<file path="config.mk">
export PLATFORM = sky130hd
export DESIGN_NAME = vga_frame_sequencer_flat
export DESIGN_NICKNAME = d
export VERILOG_FILES = /design/src/rtl/vga_frame_sequencer_if.sv /design/src/rtl/vga_frame_sequencer.sv /design/src/flat_wrapper.sv
export SDC_FILE = /design/constraint.sdc
export NUM_CORES = 1
export LEC_CHECK = 0
export BUFFER_PORTS_ARGS = -buffer_cell sky130_fd_sc_hd__buf_4
export CAP_MARGIN = 0
export CORE_ASPECT_RATIO = 0.8
export CORE_MARGIN = 4
export CORE_UTILIZATION = 60
export DETAILED_ROUTE_END_ITERATION = 12
export HOLD_SLACK_MARGIN = 0.03
export MAX_ROUTING_LAYER = met4
export PLACE_DENSITY = 0.81
export REMOVE_ABC_BUFFERS = 1
export SLEW_MARGIN = 25
export SYNTH_ARGS = -nofsm -noshare
export SYNTH_HDL_FRONTEND = slang
export SYNTH_SLANG_ARGS = --single-unit
</file>
<file path="constraint.sdc">
create_clock -name clk -period 2.6 [get_ports clk]
set_input_delay 0.13 -clock clk [delete_from_list [all_inputs] [get_ports clk]]
set_output_delay 0.13 -clock clk [all_outputs]
set_load 0.1 [all_outputs]
</file>
<file path="src/rtl/vga_frame_sequencer_if.sv">
// vga_frame_sequencer_if: run control, timing outputs and update-window handshake of the frame sequencer
interface vga_frame_sequencer_if #(parameter int DW = 10);
  logic enable;
  logic pix_tick;
  logic [DW-1:0] h_count;
  logic [DW-1:0] v_count;
  logic hsync;
  logic vsync;
  logic video_on;
  logic frame_start;
  logic vblank_start;
  logic upd_req;
  logic upd_grant;
  logic upd_overrun;
  modport master (
    input  enable, upd_req,
    output pix_tick, h_count, v_count, hsync, vsync, video_on,
           frame_start, vblank_start, upd_grant, upd_overrun
  );
  modport slave (
    output enable, upd_req,
    input  pix_tick, h_count, v_count, hsync, vsync, video_on,
           frame_start, vblank_start, upd_grant, upd_overrun
  );
endinterface

</file>
<file path="src/rtl/vga_frame_sequencer.sv">
// vga_frame_sequencer: VGA pixel/line timing plus a once-per-frame vblank update-window arbiter
module vga_frame_sequencer #(
  parameter int DW       = 10,
  parameter int DIV      = 2,
  parameter int H_ACTIVE = 640,
  parameter int H_FP     = 16,
  parameter int H_SYNC   = 96,
  parameter int H_BP     = 48,
  parameter int V_ACTIVE = 480,
  parameter int V_FP     = 10,
  parameter int V_SYNC   = 2,
  parameter int V_BP     = 33
) (
  input logic clk,
  input logic rst,
  vga_frame_sequencer_if.master bus
);
  localparam int H_TOTAL = H_ACTIVE + H_FP + H_SYNC + H_BP;
  localparam int V_TOTAL = V_ACTIVE + V_FP + V_SYNC + V_BP;
  localparam int DVW = DIV > 1 ? $clog2(DIV) : 1;
  localparam logic [DVW-1:0] DMAX = DVW'(DIV - 1);
  localparam logic [DW-1:0] HMAX = DW'(H_TOTAL - 1);
  localparam logic [DW-1:0] VMAX = DW'(V_TOTAL - 1);
  localparam logic [DW-1:0] HA   = DW'(H_ACTIVE);
  localparam logic [DW-1:0] VA   = DW'(V_ACTIVE);
  localparam logic [DW-1:0] VLST = DW'(V_ACTIVE - 1);
  localparam logic [DW-1:0] HS0  = DW'(H_ACTIVE + H_FP);
  localparam logic [DW-1:0] HS1  = DW'(H_ACTIVE + H_FP + H_SYNC);
  localparam logic [DW-1:0] VS0  = DW'(V_ACTIVE + V_FP);
  localparam logic [DW-1:0] VS1  = DW'(V_ACTIVE + V_FP + V_SYNC);
  typedef enum logic [1:0] {G_IDLE, G_WAIT, G_GRANT, G_DONE} gst_t;
  logic [DVW-1:0] div, div_nxt;
  logic [DW-1:0] h, v, h_nxt, v_nxt;
  logic running, run_nxt, adv, h_wrap, inblank, grant_nxt, ov_nxt;
  gst_t st, st_nxt;
  assign bus.pix_tick = running && div == DMAX;
  assign bus.h_count  = h;
  assign bus.v_count  = v;
  always_comb begin
    adv     = bus.enable && bus.pix_tick;
    h_wrap  = h == HMAX;
    run_nxt = running | bus.enable;
    div_nxt = !bus.enable ? div : (div == DMAX) ? '0 : div + 1'b1;
    h_nxt   = !adv ? h : h_wrap ? '0 : h + 1'b1;
    v_nxt   = !(adv && h_wrap) ? v : (v == VMAX) ? '0 : v + 1'b1;
  end
  // decodes are taken from the next counts so they line up with the counters
  always_ff @(posedge clk or posedge rst) begin
    if (rst) begin
      div              <= '0;
      h                <= '0;
      v                <= '0;
      running          <= 1'b0;
      bus.hsync        <= 1'b1;
      bus.vsync        <= 1'b1;
      bus.video_on     <= 1'b0;
      bus.frame_start  <= 1'b0;
      bus.vblank_start <= 1'b0;
    end else begin
      div              <= div_nxt;
      h                <= h_nxt;
      v                <= v_nxt;
      running          <= run_nxt;
      bus.hsync        <= !(run_nxt && h_nxt >= HS0 && h_nxt < HS1);
      bus.vsync        <= !(run_nxt && v_nxt >= VS0 && v_nxt < VS1);
      bus.video_on     <= run_nxt && h_nxt < HA && v_nxt < VA;
      bus.frame_start  <= adv && h_wrap && v == VMAX;
      bus.vblank_start <= adv && h_wrap && v == VLST;
    end
  end
  always_ff @(posedge clk or posedge rst) begin
    if (rst) begin
      st              <= G_IDLE;
      bus.upd_grant   <= 1'b0;
      bus.upd_overrun <= 1'b0;
    end else begin
      st              <= st_nxt;
      bus.upd_grant   <= grant_nxt;
      bus.upd_overrun <= ov_nxt;
    end
  end
  always_comb begin
    inblank = v >= VA;
    st_nxt  = st;
    if (bus.enable)
      case (st)
        G_IDLE, G_WAIT: st_nxt = !bus.upd_req ? G_IDLE : inblank ? G_GRANT : G_WAIT;
        G_GRANT:        st_nxt = !bus.upd_req ? G_DONE : bus.frame_start ? G_WAIT : G_GRANT;
        default:        st_nxt = bus.frame_start ? G_IDLE : G_DONE;
      endcase
  end
  // a request drop wins over a simultaneous frame wrap, so no overrun then
  always_comb begin
    grant_nxt = st_nxt == G_GRANT;
    ov_nxt    = bus.enable && st == G_GRANT && bus.upd_req && bus.frame_start;
  end
endmodule

</file>
<file path="src/flat_wrapper.sv">
// flat-port wrapper written by rule: the top's interface ports become plain ports
module vga_frame_sequencer_flat 
#(
  parameter int DW       = 10,
  parameter int DIV      = 2,
  parameter int H_ACTIVE = 640,
  parameter int H_FP     = 16,
  parameter int H_SYNC   = 96,
  parameter int H_BP     = 48,
  parameter int V_ACTIVE = 480,
  parameter int V_FP     = 10,
  parameter int V_SYNC   = 2,
  parameter int V_BP     = 33
)
  (clk, rst, bus_enable, bus_upd_req, bus_pix_tick, bus_h_count, bus_v_count, bus_hsync, bus_vsync, bus_video_on, bus_frame_start, bus_vblank_start, bus_upd_grant, bus_upd_overrun);
  vga_frame_sequencer_if #(.DW(DW)) bus_i ();
  input logic clk;
  input logic rst;
  input wire logic [$bits(bus_i.enable)-1:0] bus_enable;
  input wire logic [$bits(bus_i.upd_req)-1:0] bus_upd_req;
  output wire logic [$bits(bus_i.pix_tick)-1:0] bus_pix_tick;
  output wire logic [$bits(bus_i.h_count)-1:0] bus_h_count;
  output wire logic [$bits(bus_i.v_count)-1:0] bus_v_count;
  output wire logic [$bits(bus_i.hsync)-1:0] bus_hsync;
  output wire logic [$bits(bus_i.vsync)-1:0] bus_vsync;
  output wire logic [$bits(bus_i.video_on)-1:0] bus_video_on;
  output wire logic [$bits(bus_i.frame_start)-1:0] bus_frame_start;
  output wire logic [$bits(bus_i.vblank_start)-1:0] bus_vblank_start;
  output wire logic [$bits(bus_i.upd_grant)-1:0] bus_upd_grant;
  output wire logic [$bits(bus_i.upd_overrun)-1:0] bus_upd_overrun;
  assign bus_i.enable = bus_enable;
  assign bus_i.upd_req = bus_upd_req;
  assign bus_pix_tick = bus_i.pix_tick;
  assign bus_h_count = bus_i.h_count;
  assign bus_v_count = bus_i.v_count;
  assign bus_hsync = bus_i.hsync;
  assign bus_vsync = bus_i.vsync;
  assign bus_video_on = bus_i.video_on;
  assign bus_frame_start = bus_i.frame_start;
  assign bus_vblank_start = bus_i.vblank_start;
  assign bus_upd_grant = bus_i.upd_grant;
  assign bus_upd_overrun = bus_i.upd_overrun;
  vga_frame_sequencer #(.DW(DW), .DIV(DIV), .H_ACTIVE(H_ACTIVE), .H_FP(H_FP), .H_SYNC(H_SYNC), .H_BP(H_BP), .V_ACTIVE(V_ACTIVE), .V_FP(V_FP), .V_SYNC(V_SYNC), .V_BP(V_BP)) u_core (.clk(clk), .rst(rst), .bus(bus_i));
endmodule
</file>
==> implementation parameters, run 1 <==
Parameter                              Value

Synthesis
  Post-synth EDFFs ... 0
  Count of cell types in the netlist ... 56
  Synthesized-area fraction occupied by xor and xnor cells ... 5.886%
  Cell count after synthesis ... 204
  Compound-cell area share of the yosys netlist ... 12.87%
  Area share of fa/ha/maj cells after synthesis ... 1.940%
  Simple-gate share of the synthesized area ... 29.88%
  Number of synthesized register bits ... 31
  Sequential-to-total area share from yosys stat ... 40.23%
  Post-synth top area share ... 37.52%
  Multiplexer share of the synthesized area ... 2.135%
  Synthesized area per cell ... 9.482 sq um
  Area of the mapped netlist ... 1934 sq um
  Leading post-synthesis cells by cell area ... sky130_fd_sc_hd__dfrtp_1 38%, sky130_fd_sc_hd__nand2_1 3.9%, sky130_fd_sc_hd__nand3_1 3.9%
  Cell taking the most area after synthesis ... sky130_fd_sc_hd__dfrtp_1
  Combinational family with the most area after synthesis ... simple AND/OR/NAND/NOR gates
  Share of flip-flops with an asynchronous set or reset ... 100.0%
  Synth warnings ... 0
  Leading register cell type out of synthesis ... sky130_fd_sc_hd__dfrtp_1

Worst setup path
  Data arrival time of the worst path ... 2.30 ns
  Slowest-stage cell, CP ... sky130_fd_sc_hd__nor4_4
  Number of buffers and inverters on the critical path ... 0
  Largest fanout on the critical path ... 12
  Critical Path Max Stage Delay ... 0.55 ns
  CP Cell Sequence ... ha_1 -> nand4b_1 -> nor4_4 -> mux2i_1 -> o22ai_1 -> nand4_1
  CP startpoint kind ... register
  Critical path origin ... u_core.bus.h_count[0]
  Category of the worst setup path capture point ... register
  Type of the setup path with the least slack ... register to register
  Req. time, crit path ... 2.79 ns
  Delay-heaviest family, CP ... simple AND/OR/NAND/NOR gates
  Startpoint of the worst register-to-register path ... u_core.bus.h_count[0]

Clocking
  Post-CTS resize count ... 0
  Post-CTS setup-driven buffer insertion count ... 0
  Clock transition at path regs ... 0.07 ns
  Root buf cell ... sky130_fd_sc_hd__clkbuf_8
  Largest buffer count on any clock path ... 2
  Clock tree from TritonCTS ... built
  TritonCTS Sinks ... 31
  CTS H-Tree Depth ... 2
  TritonCTS buffer count ... 5
  Insertion delay of the later-clocked pin in the worst-skew pair ... 0.29 ns
  Hold_buf cts ... 1

Timing
  Timing-limited maximum frequency ... 474.7 MHz
  Normalized max-slew margin ... 55.45%
  Post-layout min period ... 2.107 ns
  Final hold violations ... 0
  Worst Tran Pin Value ... 0.6632 ns
  TNS Setup ... 0 ns
  Final clock period utilization by the worst path ... 81.03%
  Setup repair after global routing missed its margin ... false
  Final-report setup violation count ... 0
  Number of pins exceeding their max-slew limit in the final report ... 0
  Worst Skew ... 0.007824 ns

Global route
  GR Util met1 ... 32.46%
  Maximum number of pins on one net before global-route repair ... 23
  Vias in the first global route ... 1522
  Most used routing layer in global routing ... met2
  Overall fraction of global-route tracks in use ... 23.70%
  Global route total overflow ... 0
  Met2 capacity usage during global routing ... 34.69%
  Global-route met3 utilization ... 4.437%
  Number of antenna violations at the first check in global routing ... 0
  Wire length of the first global-routing pass ... 7.472 mm

Place
  Number of port buffers ... 31
  Detailed placer's ending HPWL ... 3.213 mm
  Gpl congestion ... 0.9109

Floorplan
  Die boundary height ... 58.79 um
  Area enclosed by the die boundary ... 4202 sq um
  Ports ... 32
  Floorplan row count ... 18
  Width of the die ... 71.48 um
  Placeable core region ... 3085 sq um
  Starting Density ... 62.69%

Pwr
  Power share of the combinational group ... 36.2%
  Switching power of the nets ... 709.0 uW
  Total leakage power ... 0.0009978 uW
  Switching power share of the total ... 45.11%
  Part of the total power dissipated in the clock network ... 24.5%
  Total power of the final layout ... 1572 uW
  Sequential cell fraction of total power ... 39.3%
  Internal power ... 862.8 uW
  Cell Pwr Density ... 703.4 nW/um^2
  IR Drop Worst-Case VDD ... 748.5 uV

Hold path
  Hold Path Origin ... bus_enable
  Worst Hold Class ... input pin to register

Detailed routing
  Final wirelength ... 4.432 mm
  Number of vias after detailed routing ... 1629
  Iteration-0 DRC count of the detailed router ... 122
  Wirelength per Cell ... 16.35 um
  Pre-Repair DR Iteration Count ... 7
  Antenna-violating nets left ... 0
  Detailed-route vias per instance ... 6.011
  Remaining design rule violation count ... 0

Cells and area
  Fraction of layout instances using a drive strength above 1 ... 23.81%
  Number of nets at the end of the flow ... 237
  Diodes inserted ... 0
  Syn-to-layout area delta ... 15.52%

Status
  Outcome ... finished clean

Run
  Count of max-cap constraint violations ... 0
[final timing paths]
kind                            slack [ns]          endpoint  depth (start not counted)
worst max-delay path                  0.49  u_core.bus.vsync                          6
worst min register to register        0.53        u_core.div                          1
max in group asynchronous             1.55  u_core.bus.vsync                          4
worst max register to register        0.49  u_core.bus.vsync                          6
min in group asynchronous             0.37        u_core.div                          3
worst min-delay path                  0.09        u_core.div                          2
[layout by cell type (no fill, tap or decap), types with 4 or more instances in the layout]
cell                       netlist  final
sky130_fd_sc_hd__inv_1          12     12
sky130_fd_sc_hd__nand4_1         5      5
sky130_fd_sc_hd__o21ai_0         7      7
sky130_fd_sc_hd__xor2_1          6      6
sky130_fd_sc_hd__buf_4           5     32
sky130_fd_sc_hd__nor2_1         14     14
sky130_fd_sc_hd__xnor2_1         7      7
sky130_fd_sc_hd__nand2_1        20     20
sky130_fd_sc_hd__clkbuf_8        0      6
sky130_fd_sc_hd__nand3_1        15     15
sky130_fd_sc_hd__and3_1          4      4
sky130_fd_sc_hd__dfrtp_1        29     29
[metrics by stage]
stage          hold slack [ns]  cell area (sq um)  utilization [%]  std cells  setup WS, ns
5_1_grt                 0.1013               2235            72.43        271        0.3037
6_report               0.09434               2235            72.43        271        0.4932
3_5_place_dp            0.1353               2133            69.14        262        0.5284
3_3_place_gp            0.1303               2133            69.14        262        0.6357
4_1_cts                0.09065               2235            72.43        271        0.5031
2_1_floorplan           0.2210               1843                -        190       0.05996
[metal layers]
metal	up-vias	wire, um
met4	0	63
met2	79	1967
met3	7	345
met5	-	0
met1	755	2056
li1	788	-
[cells in the mapped netlist (2+ instances only)]
cell and n:
sky130_fd_sc_hd__a211oi_1 2, sky130_fd_sc_hd__a21oi_1 3, sky130_fd_sc_hd__a22oi_1 2, sky130_fd_sc_hd__a31oi_1 3
sky130_fd_sc_hd__and2_1 2, sky130_fd_sc_hd__and3_1 4, sky130_fd_sc_hd__and4_1 2, sky130_fd_sc_hd__buf_2 4
sky130_fd_sc_hd__buf_4 5, sky130_fd_sc_hd__buf_6 2, sky130_fd_sc_hd__clkbuf_1 3, sky130_fd_sc_hd__dfrtp_1 29
sky130_fd_sc_hd__dfstp_2 2, sky130_fd_sc_hd__ha_1 3, sky130_fd_sc_hd__inv_1 12, sky130_fd_sc_hd__mux2i_1 3
sky130_fd_sc_hd__nand2_1 20, sky130_fd_sc_hd__nand2b_1 3, sky130_fd_sc_hd__nand3_1 15, sky130_fd_sc_hd__nand4_1 5
sky130_fd_sc_hd__nand4_2 2, sky130_fd_sc_hd__nand4b_1 3, sky130_fd_sc_hd__nor2_1 14, sky130_fd_sc_hd__nor3_1 3
sky130_fd_sc_hd__nor4_1 3, sky130_fd_sc_hd__nor4_2 2, sky130_fd_sc_hd__o2111ai_1 3, sky130_fd_sc_hd__o211ai_1 2
sky130_fd_sc_hd__o21ai_0 7, sky130_fd_sc_hd__o21ai_1 3, sky130_fd_sc_hd__or2_2 2, sky130_fd_sc_hd__xnor2_1 7
sky130_fd_sc_hd__xor2_1 6
[logic make-up after synthesis]
group | Yosys count
mux | 4
flops | 31
buf+inv | 26
xor+xnor | 13
fa+ha+maj | 3
compound gates | 36
simple gates | 91
[final cells by class]
class                   count  area (sq um)
clock buffers               7         86.33
clock inverters             1         5.005
fillers                   235         850.8
inverters                  12         45.04
multi-input cells         147          1020
flip-flops and latches     31         778.2
well taps                  40         50.05
repair buffers             33         250.2
[worst reg2reg max path, stage by stage, from the launching register on]
cell and delay [ns]:
sky130_fd_sc_hd__dfrtp_1 0.41, sky130_fd_sc_hd__ha_1 0.28, sky130_fd_sc_hd__nand4b_1 0.22, sky130_fd_sc_hd__nor4_4 0.55, sky130_fd_sc_hd__mux2i_1 0.22, sky130_fd_sc_hd__o22ai_1 0.22, sky130_fd_sc_hd__nand4_1 0.11
[power groups by stage]
stage | Clock, uW | Sequential (uW) | Combinational, uW
after floorplan | 0 | 861 | 197
after global placement | 0 | 616 | 560
after detailed placement | 0 | 625 | 567
after CTS | 394 | 615 | 571
after global routing | 410 | 629 | 600
final | 385 | 618 | 569
[flip-flops by register name (all words and copies together), names as in the netlist]
signal and cells:
u_core.bus.h_count 10, u_core.bus.v_count 10, u_core.st 2, u_core.bus.frame_start 1, u_core.bus.hsync 1, u_core.bus.upd_grant 1, u_core.bus.upd_overrun 1, u_core.bus.vblank_start 1
u_core.bus.video_on 1, u_core.bus.vsync 1, u_core.div 1, u_core.running 1
(Power assumes the default switching activity.)
==> inputs of run 2 (changes only) <==
Settings changed: ABC_AREA set to 1, CORE_UTILIZATION 60 to 50, PLACE_DENSITY 0.81 to 0.72.
Clock period 2.6 ns to 1.89 ns, I/O delays scaled along.
==> implementation parameters, run 2 <==
Parameter                              Value

Cells and area
  Layout fillers ... 321 (+37%)
  Most frequent cells in the layout ... 78 x sky130_fd_sc_hd__nand2_1, 48 x sky130_fd_sc_hd__inv_1, 42 x sky130_fd_sc_hd__buf_4
  Diodes inserted ... 0 (unchanged)
  Leading cell type in the layout, fill and taps excluded ... sky130_fd_sc_hd__nand2_1
  Number of nets at the end of the flow ... 328 (+38%)
  Fraction of layout instances using a drive strength above 1 ... 22.05% (-1.8 points)
  Area of all sequential standard cells ... 778.2 sq um (unchanged)
  Area of combinational cells with multiple inputs ... 953.4 sq um (-6.5%)
  Syn-to-layout area delta ... 25.50%

Worst setup path
  Number of buffers and inverters on the critical path ... 2 (+2)
  Slowest-stage cell, CP ... sky130_fd_sc_hd__dfrtp_1
  Critical Path Max Stage Delay ... 0.43 ns (-0.12 ns)
  Delay-heaviest family, CP ... simple AND/OR/NAND/NOR gates
  CP startpoint kind ... register
  Req. time, crit path ... 2.10 ns (-0.69 ns)
  Data arrival time of the worst path ... 1.94 ns (-0.36 ns)
  Register-to-Register Setup Slack ... 0.16 ns (-0.33 ns)
  Startpoint of the worst register-to-register path ... u_core.bus.v_count[0]
  Endpoint of the worst-slack reg-to-reg timing path ... u_core.bus.vsync
  Type of the setup path with the least slack ... register to register
  CP Cell Sequence ... inv_1 -> ha_1 -> inv_1 -> nor2_1 -> nand4_1 -> nand2_1 -> nor2_1 -> nor2_2 -> nand3_1 -> nor2_1 -> nand3_1
  Category of the worst setup path capture point ... register
  CP Depth ... 11 (+5)
  Most used cell, CP ... sky130_fd_sc_hd__nor2_1
  Length in cells of the worst reg-to-reg path ... 11 (+5)
  Largest fanout on the critical path ... 4 (-8)

Timing
  Minimum setup slack in the final design ... 0.1629 ns (-0.3303 ns)
  Final hold violations ... 0 (unchanged)
  Number of pins exceeding their max-slew limit in the final report ... 0 (unchanged)
  Post-layout min period ... 1.727 ns (-0.3797 ns)
  Worst Tran Pin Value ... 0.3909 ns (-0.2723 ns)
  Final clock period utilization by the worst path ... 91.38% (+10 points)
  Timing-limited maximum frequency ... 579.0 MHz (+22%)
  Minimum hold slack ... 0.06150 ns (-0.03283 ns)
  Normalized max-slew margin ... 73.70% (+18 points)
  Setup repair after global routing missed its margin ... false
  Worst Skew ... 0.006840 ns (-0.0009837 ns)
  Final-report setup violation count ... 0 (unchanged)

Hold path
  Hold Path Origin ... bus_enable
  Worst Hold Class ... input pin to register
  Worst Hold Path Cells ... 2 (unchanged)
  End point of the worst hold path ... u_core.div

Detailed routing
  Iteration-0 DRC count of the detailed router ... 175 (+43%)
  Final wirelength ... 4.656 mm (+5.1%)
  Antenna-violating nets left ... 0 (unchanged)
  Detailed-route vias per instance ... 5.137 (-15%)
  Number of vias after detailed routing ... 1870 (+15%)
  Remaining design rule violation count ... 0 (unchanged)
  Pre-Repair DR Iteration Count ... 5 (-2)
  Wirelength per Cell ... 12.79 um (-22%)

Place
  Post-placement setup slack ... 0.08200 ns (-0.4464 ns)
  Gpl congestion ... 0.9492 (+4.2%)
  Detailed placer's ending HPWL ... 3.456 mm (+7.6%)
  Number of port buffers ... 31 (unchanged)

Run
  Count of max-cap constraint violations ... 0 (unchanged)

Pwr
  IR Drop Worst-Case VDD ... 785.9 uV (+5.0%)
  Total power of the final layout ... 2308 uW (+47%)
  Sequential cell fraction of total power ... 35.4% (-3.9 points)
  Internal power ... 1244 uW (+44%)
  Part of the total power dissipated in the clock network ... 23.6% (-0.9 points)
  Switching power share of the total ... 46.11% (+1.0 points)
  Cell Pwr Density ... 956.3 nW/um^2 (+36%)
  Switching power of the nets ... 1064 uW (+50%)
  Total leakage power ... 0.001353 uW (+36%)
  Power share of the combinational group ... 41.0% (+4.8 points)

Synthesis
  Count of cell types in the netlist ... 32 (-43%)
  Leading register cell type out of synthesis ... sky130_fd_sc_hd__dfrtp_1
  Cell count after synthesis ... 271 (+33%)
  Post-synth top area share ... 37.74% (+0.22 points)
  Number of synthesized register bits ... 31 (unchanged)
  Post-synth EDFFs ... 0 (unchanged)
  Area of the mapped netlist ... 1923 sq um (-0.58%)
  Synthesized area per cell ... 7.096 sq um (-25%)
  Leading post-synthesis cells by cell area ... sky130_fd_sc_hd__dfrtp_1 38%, sky130_fd_sc_hd__nand2_1 15%, sky130_fd_sc_hd__inv_1 9.4%
  Most frequent cells after synthesis ... 79 x sky130_fd_sc_hd__nand2_1, 48 x sky130_fd_sc_hd__inv_1, 32 x sky130_fd_sc_hd__nor2_1, 29 x sky130_fd_sc_hd__dfrtp_1, 25 x sky130_fd_sc_hd__nand3_1
  Sequential-to-total area share from yosys stat ... 40.47% (+0.24 points)
  Most frequent cell after synthesis ... sky130_fd_sc_hd__nand2_1
  Synth warnings ... 0 (unchanged)
  Cell taking the most area after synthesis ... sky130_fd_sc_hd__dfrtp_1
  Share of flip-flops with an asynchronous set or reset ... 100.0% (unchanged)

Floorplan
  Die boundary height ... 63.47 um (+8.0%)
  Area enclosed by the die boundary ... 4908 sq um (+17%)
  Ports ... 32 (unchanged)
  Placeable core region ... 3566 sq um (+16%)
  Starting Density ... 53.93% (-8.8 points)
  Width of the die ... 77.34 um (+8.2%)
  Floorplan row count ... 19 (+1)

Global route
  Wire length of the first global-routing pass ... 7.603 mm (+1.8%)
  Vias in the first global route ... 1624 (+6.7%)
  Global route total overflow ... 0 (unchanged)
  Number of antenna violations at the first check in global routing ... 0 (unchanged)
  Overall fraction of global-route tracks in use ... 20.29% (-3.4 points)
  Maximum number of pins on one net before global-route repair ... 32 (+39%)

Status
  Outcome ... finished clean

Clocking
  Root buf cell ... sky130_fd_sc_hd__clkbuf_8
  TritonCTS Sinks ... 31 (unchanged)
  Clock transition at path regs ... 0.07 ns (about the same)
  TritonCTS buffer count ... 5 (unchanged)
  CTS H-Tree Depth ... 2 (unchanged)
  Largest buffer count on any clock path ... 2 (unchanged)
  Clock tree from TritonCTS ... built
  Insertion delay of the later-clocked pin in the worst-skew pair ... 0.29 ns (about the same)
[run 2: power groups by stage]
stage,Sequential [uW],Combinational [uW],Clock (uW)
3_5_place_dp,831,898,0
4_1_cts,819,902,559
5_1_grt,831,1000,594
2_1_floorplan,1240,290,0
3_3_place_gp,826,898,0
6_report,817,947,544
[run 2: worst max-delay path by stage]
stage	from	end	slack, ns
floorplan	u_core.bus.h_count[0]	u_core.bus.vsync	-0.49
global placement	u_core.bus.h_count[1]	u_core.bus.vsync	0.16
CTS	u_core.bus.h_count[1]	u_core.bus.vsync	0.07
global route	u_core.bus.h_count[1]	u_core.bus.vsync	0.01
finish	u_core.bus.v_count[0]	u_core.bus.vsync	0.16
detailed placement	u_core.bus.h_count[1]	u_core.bus.vsync	0.08
[run 2: routing by layer]
layer  share of wire, %  track usage (%)
met4               0.90            4.667
met1                 51            29.98
met5                  0                -
met2                 40            27.48
met3                7.2            5.413
[run 2: kinds of logic (layout without fill, tap and decap cells)]
family | Yosys count | in the layout | share of synthesized area, %
buffers and inverters | 52 | 103 | 10.74
DFF | 31 | 31 | 40.47
and+or+nand+nor | 165 | 165 | 40.40
AOI/OAI and AO/OA | 17 | 17 | 5.075
adders and majority gates | 3 | 3 | 1.952
xor gates and xnor gates | 3 | 3 | 1.367
[run 2: worst reg2reg max path, cell delays in order (launching register included)]
cell,delay [ns]
sky130_fd_sc_hd__dfrtp_1,0.43
sky130_fd_sc_hd__inv_1,0.15
sky130_fd_sc_hd__ha_1,0.18
sky130_fd_sc_hd__inv_1,0.06
sky130_fd_sc_hd__nor2_1,0.10
sky130_fd_sc_hd__nand4_1,0.18
sky130_fd_sc_hd__nand2_1,0.11
sky130_fd_sc_hd__nor2_1,0.05
sky130_fd_sc_hd__nor2_2,0.14
sky130_fd_sc_hd__nand3_1,0.08
sky130_fd_sc_hd__nor2_1,0.10
sky130_fd_sc_hd__nand3_1,0.08
[run 2: final cells by class]
| cell class | instances | area share, % |
|---|---|---|
| Timing Repair Buffer | 45 | 14.52 |
| Clock inverter | 1 | 0.2074 |
| Tap cell | 42 | 2.177 |
| Multi-Input combinational cell | 188 | 39.50 |
| Inverter | 50 | 7.776 |
| Sequential cell | 31 | 32.24 |
| Clock buffer | 7 | 3.577 |
[run 2: repair_timing]
item,4_1_cts,5_1_grt
buffers inserted,0,7
hold buffers,1,0
endpoints found under the hold margin,29,0
gates resized for setup,0,4
endpoints found under the setup margin,0,3
[run 2: through the flow]
stage	utilization, %	TNS, ns	instance area [sq um]	cells
floorplan	-	-5.734	1904	269
global placement	62.67	0	2235	348
detailed placement	62.67	0	2235	348
CTS	65.51	0	2336	357
global route	67.68	0	2414	364
finish	67.68	0	2414	364
